File: config.mk
export PLATFORM = sky130hd
export DESIGN_NAME = inst_queue_flat
export DESIGN_NICKNAME = d
export VERILOG_FILES = /design/src/rtl/inst_queue_pkg.sv /design/src/rtl/inst_queue_if.sv /design/src/rtl/inst_queue_ram.sv /design/src/rtl/inst_queue.sv /design/src/flat_wrapper.sv
export SDC_FILE = /design/constraint.sdc
export NUM_CORES = 2
export LEC_CHECK = 0
export ABC_AREA = 1
export BUFFER_PORTS_ARGS = -buffer_cell sky130_fd_sc_hd__clkbuf_2
export CAP_MARGIN = 20
export CELL_PAD_IN_SITES_DETAIL_PLACEMENT = 0
export CELL_PAD_IN_SITES_GLOBAL_PLACEMENT = 1
export CORE_MARGIN = 5
export CORE_UTILIZATION = 50
export DETAILED_ROUTE_END_ITERATION = 7
export PLACE_DENSITY_LB_ADDON = 0.08
export SLEW_MARGIN = 20
export SYNTH_ARGS = -nofsm -noshare
export SYNTH_HDL_FRONTEND = slang
export SYNTH_HIERARCHICAL = 1
export SYNTH_SLANG_ARGS = --single-unit
File: constraint.sdc
create_clock -name clk -period 6.5 [get_ports clk]
set_input_delay 1.3 -clock clk [delete_from_list [all_inputs] [get_ports clk]]
set_output_delay 1.3 -clock clk [all_outputs]
set_load 0.01 [all_outputs]
File: src/rtl/inst_queue_pkg.sv
// Shared constants and entry layout for the dual-width instruction queue.
package inst_queue_pkg;

  localparam int IQ_DEPTH    = 16;
  localparam int InstAddrBus = 32;
  localparam int InstBus     = 32;

  localparam logic DualIssue   = 1'b1;
  localparam logic SingleIssue = 1'b0;

  localparam logic [InstBus-1:0] ZeroWord = '0;

  typedef struct packed {
    logic [InstAddrBus-1:0] addr;
    logic [InstBus-1:0]     inst;
  } iq_entry_t;

endpackage

File: src/rtl/inst_queue_if.sv
// Fetch-side push bus plus decode-side view of the two oldest entries.
// Fetch pushes only while full_o = 0; decode consumes inst*_valid_o slots unless stall = 1.
interface inst_queue_if #(
  parameter int PTR_W = 4
);

  logic              stall;
  logic              issue_i;
  logic              inst1_valid_i;
  logic              inst2_valid_i;
  logic [31:0]       inst1_addr_i;
  logic [31:0]       inst1_i;
  logic [31:0]       inst2_addr_i;
  logic [31:0]       inst2_i;

  logic              full_o;
  logic              inst1_valid_o;
  logic              inst2_valid_o;
  logic [31:0]       inst1_addr_o;
  logic [31:0]       inst1_o;
  logic [31:0]       inst2_addr_o;
  logic [31:0]       inst2_o;
  logic [PTR_W:0]    count_o;

  modport master (
    output stall, issue_i, inst1_valid_i, inst2_valid_i,
           inst1_addr_i, inst1_i, inst2_addr_i, inst2_i,
    input  full_o, inst1_valid_o, inst2_valid_o,
           inst1_addr_o, inst1_o, inst2_addr_o, inst2_o, count_o
  );

  modport slave (
    input  stall, issue_i, inst1_valid_i, inst2_valid_i,
           inst1_addr_i, inst1_i, inst2_addr_i, inst2_i,
    output full_o, inst1_valid_o, inst2_valid_o,
           inst1_addr_o, inst1_o, inst2_addr_o, inst2_o, count_o
  );

endinterface

File: src/rtl/inst_queue_ram.sv
// iq_ram: un-reset entry array with two contiguous write ports and two contiguous read ports.
// Second port of each pair addresses base+1, wrapping naturally at DEPTH.
module iq_ram
  import inst_queue_pkg::*;
#(
  parameter int DEPTH = IQ_DEPTH,
  parameter int PTR_W = $clog2(DEPTH)
) (
  input  logic             clk,
  input  logic             we0_i,
  input  logic             we1_i,
  input  logic [PTR_W-1:0] waddr_i,
  input  iq_entry_t        wdata0_i,
  input  iq_entry_t        wdata1_i,
  input  logic [PTR_W-1:0] raddr_i,
  output iq_entry_t        rdata0_o,
  output iq_entry_t        rdata1_o
);

  iq_entry_t        mem_q [DEPTH];
  logic [PTR_W-1:0] waddr1;
  logic [PTR_W-1:0] raddr1;

  assign waddr1 = waddr_i + PTR_W'(1);
  assign raddr1 = raddr_i + PTR_W'(1);

  always_ff @(posedge clk) begin
    if (we0_i) mem_q[waddr_i] <= wdata0_i;
    if (we1_i) mem_q[waddr1]  <= wdata1_i;
  end

  assign rdata0_o = mem_q[raddr_i];
  assign rdata1_o = mem_q[raddr1];

endmodule

File: src/rtl/inst_queue.sv
// Dual-width instruction FIFO between fetch and dual-issue decode.
// Build option IQ_BYPASS_EN: when empty, fetch slots feed decode in the same cycle.
module inst_queue
  import inst_queue_pkg::*;
#(
  parameter int DEPTH = IQ_DEPTH,
  parameter int PTR_W = $clog2(DEPTH)
) (
  input  logic         clk,
  input  logic         resetn,
  input  logic         flush,
  inst_queue_if.slave  iq
);

  logic [PTR_W-1:0] head_q, head_d;
  logic [PTR_W-1:0] tail_q, tail_d;
  logic [PTR_W:0]   count_q, count_d;

  logic      full;
  logic      kill;
  logic      bypass;
  logic [1:0] lim, avail, push_n, pop_n, bp_n, wr_n;
  logic      we0, we1;
  iq_entry_t slot1, slot2, wdata0, rdata0, rdata1;

  assign full  = count_q > (PTR_W+1)'(DEPTH-2);
  assign kill  = resetn | flush;
  assign slot1 = '{addr: iq.inst1_addr_i, inst: iq.inst1_i};
  assign slot2 = '{addr: iq.inst2_addr_i, inst: iq.inst2_i};

  always_comb begin
    lim    = (iq.issue_i == DualIssue) ? 2'd2 : 2'd1;
    avail  = (count_q >= (PTR_W+1)'(2)) ? 2'd2 : count_q[1:0];
    push_n = 2'd0;
    pop_n  = 2'd0;
    bp_n   = 2'd0;
    bypass = 1'b0;
    if (!full && !kill && iq.inst1_valid_i)
      push_n = iq.inst2_valid_i ? 2'd2 : 2'd1;
    if (!kill && !iq.stall)
      pop_n = (avail < lim) ? avail : lim;
`ifdef IQ_BYPASS_EN
    // Slots retired straight from fetch never occupy storage.
    bypass = (count_q == '0) && !kill;
    if (bypass && !iq.stall)
      bp_n = (push_n < lim) ? push_n : lim;
`endif
    wr_n = push_n - bp_n;
  end

  assign we0    = wr_n != 2'd0;
  assign we1    = wr_n == 2'd2;
  assign wdata0 = (bp_n == 2'd1) ? slot2 : slot1;

  always_comb begin
    head_d  = head_q + PTR_W'(pop_n);
    tail_d  = tail_q + PTR_W'(wr_n);
    count_d = count_q + (PTR_W+1)'(wr_n) - (PTR_W+1)'(pop_n);
    if (kill) begin
      head_d  = '0;
      tail_d  = '0;
      count_d = '0;
    end
  end

  always_ff @(posedge clk) begin
    if (resetn) begin
      head_q  <= '0;
      tail_q  <= '0;
      count_q <= '0;
    end else begin
      head_q  <= head_d;
      tail_q  <= tail_d;
      count_q <= count_d;
    end
  end

  iq_ram #(.DEPTH(DEPTH), .PTR_W(PTR_W)) u_ram (
    .clk      (clk),
    .we0_i    (we0),
    .we1_i    (we1),
    .waddr_i  (tail_q),
    .wdata0_i (wdata0),
    .wdata1_i (slot2),
    .raddr_i  (head_q),
    .rdata0_o (rdata0),
    .rdata1_o (rdata1)
  );

  always_comb begin
    iq.full_o        = full;
    iq.count_o       = count_q;
    iq.inst1_valid_o = count_q >= (PTR_W+1)'(1);
    iq.inst2_valid_o = count_q >= (PTR_W+1)'(2);
    iq.inst1_addr_o  = rdata0.addr;
    iq.inst1_o       = rdata0.inst;
    iq.inst2_addr_o  = rdata1.addr;
    iq.inst2_o       = rdata1.inst;
    if (bypass) begin
      iq.inst1_valid_o = iq.inst1_valid_i;
      iq.inst2_valid_o = iq.inst1_valid_i & iq.inst2_valid_i;
      iq.inst1_addr_o  = slot1.addr;
      iq.inst1_o       = slot1.inst;
      iq.inst2_addr_o  = slot2.addr;
      iq.inst2_o       = slot2.inst;
    end
    if (!iq.inst1_valid_o) begin
      iq.inst1_addr_o = ZeroWord;
      iq.inst1_o      = ZeroWord;
    end
    if (!iq.inst2_valid_o) begin
      iq.inst2_addr_o = ZeroWord;
      iq.inst2_o      = ZeroWord;
    end
  end

endmodule

File: src/flat_wrapper.sv
// flat-port wrapper written by rule: the top's interface ports become plain ports
module inst_queue_flat import inst_queue_pkg::*;
#(
  parameter int DEPTH = IQ_DEPTH,
  parameter int PTR_W = $clog2(DEPTH)
)
  (clk, resetn, flush, iq_stall, iq_issue_i, iq_inst1_valid_i, iq_inst2_valid_i, iq_inst1_addr_i, iq_inst1_i, iq_inst2_addr_i, iq_inst2_i, iq_full_o, iq_inst1_valid_o, iq_inst2_valid_o, iq_inst1_addr_o, iq_inst1_o, iq_inst2_addr_o, iq_inst2_o, iq_count_o);
  inst_queue_if #(.PTR_W(PTR_W)) iq_i ();
  input  logic clk;
  input  logic resetn;
  input  logic flush;
  input wire logic [$bits(iq_i.stall)-1:0] iq_stall;
  input wire logic [$bits(iq_i.issue_i)-1:0] iq_issue_i;
  input wire logic [$bits(iq_i.inst1_valid_i)-1:0] iq_inst1_valid_i;
  input wire logic [$bits(iq_i.inst2_valid_i)-1:0] iq_inst2_valid_i;
  input wire logic [$bits(iq_i.inst1_addr_i)-1:0] iq_inst1_addr_i;
  input wire logic [$bits(iq_i.inst1_i)-1:0] iq_inst1_i;
  input wire logic [$bits(iq_i.inst2_addr_i)-1:0] iq_inst2_addr_i;
  input wire logic [$bits(iq_i.inst2_i)-1:0] iq_inst2_i;
  output wire logic [$bits(iq_i.full_o)-1:0] iq_full_o;
  output wire logic [$bits(iq_i.inst1_valid_o)-1:0] iq_inst1_valid_o;
  output wire logic [$bits(iq_i.inst2_valid_o)-1:0] iq_inst2_valid_o;
  output wire logic [$bits(iq_i.inst1_addr_o)-1:0] iq_inst1_addr_o;
  output wire logic [$bits(iq_i.inst1_o)-1:0] iq_inst1_o;
  output wire logic [$bits(iq_i.inst2_addr_o)-1:0] iq_inst2_addr_o;
  output wire logic [$bits(iq_i.inst2_o)-1:0] iq_inst2_o;
  output wire logic [$bits(iq_i.count_o)-1:0] iq_count_o;
  assign iq_i.stall = iq_stall;
  assign iq_i.issue_i = iq_issue_i;
  assign iq_i.inst1_valid_i = iq_inst1_valid_i;
  assign iq_i.inst2_valid_i = iq_inst2_valid_i;
  assign iq_i.inst1_addr_i = iq_inst1_addr_i;
  assign iq_i.inst1_i = iq_inst1_i;
  assign iq_i.inst2_addr_i = iq_inst2_addr_i;
  assign iq_i.inst2_i = iq_inst2_i;
  assign iq_full_o = iq_i.full_o;
  assign iq_inst1_valid_o = iq_i.inst1_valid_o;
  assign iq_inst2_valid_o = iq_i.inst2_valid_o;
  assign iq_inst1_addr_o = iq_i.inst1_addr_o;
  assign iq_inst1_o = iq_i.inst1_o;
  assign iq_inst2_addr_o = iq_i.inst2_addr_o;
  assign iq_inst2_o = iq_i.inst2_o;
  assign iq_count_o = iq_i.count_o;
  inst_queue #(.DEPTH(DEPTH), .PTR_W(PTR_W)) u_core (.clk(clk), .resetn(resetn), .flush(flush), .iq(iq_i));
endmodule
==> out/metrics.yaml <==
design.portCount: 271
cpMaxStageDelayCell: "buf_4"
end_kind: "output port"
cp.required_ns: 5.20
gp_congestion: 0.816
worstHoldStart: "u_core/tail_q[2]$_SDFF_PP0_"
ys_seq_elements: 1037
insertion_delay_ns: 0.77
ys_types: 25
cp_max_fo: 106
firstDrtPassIters: 6
synth_top_cell_area_share: 0.455
viasPerCell: 5.77
drive_gt1_frac: 0.0663
fin_setup_tns_ns: 0
post_cts_resized: 0
skew_ns: 0.0236
internal_power_mw: 11.9
cp-start-kind: "flip-flop"
cts_sinks: 1037
p_leak_nw: 34.3
grt_pass1_vias: 57900
fp.dieH_um: 377
maxSlewViolCount: 0
p_comb_frac: 0.095
fin_crit_sh: 0.872
synth_area_um2: 67500
wl_um: 245000
drcViolationCount: 0
worstMarginPinSlew_ns: 1.16
hold_path_end: "u_core/tail_q[2]$_SDFF_PP0_"
wl_per_cell_um: 22.4
power_frac_seq: 0.465
synthToLayoutAreaGrowth_pct: 7.09
final_hold_viol_count: 0
drt_iter0_drc: 8120
cts.htree.levels: 4
finalSetupViolations: 0
vias: 63100
synth_edf_count: 1024
multiInputGateArea_um2: 27800
rsz0062_at_grt: "false"
swShare: 0.251
r2r_slack_ns: 2.63
max_cap_violations: 0
cts_tree: "yes"
syn_inst: 9430
fin_area_um2: 72300
crit_path_frequent_cell: "nand3_1"
crit_type: "flip-flop to output port"
dpl.hpwl_um: 132000
r2r-start: "u_core/iq.count_o[4]$_SDFF_PP0_"
track_usage: 0.335
cts.clk_slew.worst_paths_ns: 0.06
antenna_left: 0
critPathArrivalTime_ns: 4.37
hold_class: "flip-flop to flip-flop"
postSynth.asyncResetShare: 0
cts_root_buf: "clkbuf_16"
grt_pass1_wl_um: 361000
grt_max_degree: 217
antenna_found_initial: 15
coreArea_um2: 134000
synth_most_common_cell: "nand2_1"
hold_buffers: 0
syn-num-nets: 9583
syn_area_per_cell_um2: 7.16
numCtsBuffers: 130
power.switching_mw: 3.99
nets: 9233
regArea_um2: 31000
clkPwrFrac: 0.440
place.port_buffers: 270
fmax_mhz: 176
critPathBufInv: 4
ff2ff_path_depth: 11
grt_remaining_overflow: 0
post_cts_buffers: 0
status: "completed"
die_area_um2: 142000
cp_slowest_stage_delay_ns: 0.97
synth_common_cells: "3,305 x nand2_1, 1,813 x nand3_1, 1,240 x inv_1"
post_dp_cell_area_um2: 68300
cp_top_family: "buffers and inverters"
synth.top_cells.by_area: "edfxtp_1 46%, nand2_1 18%, nand3_1 13%"
cts_buffer_depth: 3
ir_worst_vdd_mv: 0.201
power.density_nw_per_um2: 220
initial_utilization: 0.505
die_w_um: 377
synth_ff_type: "edfxtp_1"
synth_area_leader_cell: "edfxtp_1"
cp_cell_sequence: "buf_4 -> buf_4 -> nand2_1 -> nand3_1 -> nand3_1 -> nand3_1 -> nand2_1 -> inv_1 -> nor2_1 -> clkbuf_2"
yosysWarnings: 6
nFillCells: 12700
ys_seq_area_frac: 0.459
max_slew_margin: 0.229
post-route-min-period_ns: 5.67
rows: 134
worstHoldPathCells: 2
r2r-end: "u_core/u_ram/mem_q[6][43]$_DFFE_PP_"
==> layout by cell type, fill, tap and decap left out, types with 8 or more instances in the layout <==
master / instances
nand2_1: 3284
nand3_1: 1813
inv_1: 1236
edfxtp_1: 1024
o21ai_0: 675
o21ai_1: 351
clkbuf_2: 270
clkbuf_16: 138
nor2_1: 84
buf_4: 77
clkbuf_1: 33
clkinv_1: 28
buf_12: 27
nand2_4: 21
ha_1: 13
inv_2: 12
nand3_4: 12
clkinv_2: 11
dfxtp_1: 9
diode_2: 8
==> worst max-delay path by stage <==
stage	end	cells past startpoint	startpoint
finish	iq_inst2_addr_o[12]	10	u_core/head_q[0]$_SDFF_PP0_
CTS	iq_inst2_addr_o[12]	10	u_core/head_q[0]$_SDFF_PP0_
global route	iq_inst2_addr_o[12]	10	u_core/head_q[0]$_SDFF_PP0_
floorplan	u_core/u_ram/mem_q[8][0]$_DFFE_PP_	10	flush
detailed placement	u_core/u_ram/mem_q[6][37]$_DFFE_PP_	10	flush
global placement	u_core/u_ram/mem_q[6][51]$_DFFE_PP_	10	flush
==> sequential cells by signal, summed over array words and instances, names as in the netlist <==
signal              flops
u_core/iq.count_o       5
u_core/u_ram/mem_q   1024
u_core/head_q           4
u_core/tail_q           4
==> cell families after synthesis <==
| family | after synthesis | share of synthesized area |
|---|---|---|
| flip-flops | 1037 | 0.459 |
| XOR/XNOR | 6 | 0.00100 |
| buffers and inverters | 2111 | 0.133 |
| adder cells (fa/ha/maj) | 18 | 0.00378 |
| AO/OA/AOI/OAI | 1033 | 0.0766 |
| AND/OR/NAND/NOR | 5225 | 0.326 |
==> per-stage QoR <==
| stage | instances | power [mW] | setup WS [ns] | hold WS, ns | util |
|---|---|---|---|---|---|
| floorplan | 9430 | 8.51 | 2.09 | 0.513 | - |
| global placement | 10700 | 9.01 | 1.71 | 0.672 | 0.510 |
| detailed placement | 10700 | 9.04 | 1.65 | 0.670 | 0.510 |
| CTS | 10900 | 16.0 | 0.895 | 0.688 | 0.540 |
| global route | 10900 | 16.4 | 0.552 | 0.741 | 0.540 |
| finish | 10900 | 15.9 | 0.833 | 0.691 | 0.540 |
==> power groups by stage <==
stage / Clock [mW] / Sequential (mW) / Combinational, mW
after floorplan: 0 / 7.53 / 0.981
after global placement: 0 / 7.53 / 1.48
after detailed placement: 0 / 7.53 / 1.51
after CTS: 7.08 / 7.39 / 1.52
after global routing: 7.35 / 7.39 / 1.69
final: 7.00 / 7.39 / 1.52
==> worst reg2reg max path, delay by kind of cell, from the launching register on <==
kind          cells  cell delay [ns]
flops             1             0.33
buf+inv           3             0.97
fa+ha+maj         1             0.19
simple gates      7             2.06
==> routing by layer <==
layer | GRT usage | up-vias | wire length (um)
met5 | 0 | - | 27
met4 | 0.132 | 4 | 9770
met3 | 0.0472 | 536 | 24200
met2 | 0.546 | 3477 | 112000
met1 | 0.454 | 29500 | 98700
li1 | - | 29600 | -
==> final cells by class <==
type / count / share of cell area
tap: 1768 / 0.0306
timing repair buffer: 376 / 0.0345
inverter: 1253 / 0.0655
clock inverter: 52 / 0.00552
clock buffer: 172 / 0.0497
antenna: 8 / 0.000277
multi-input combinational: 6282 / 0.385
sequential: 1037 / 0.429
Power figures use the tool's default switching activity.
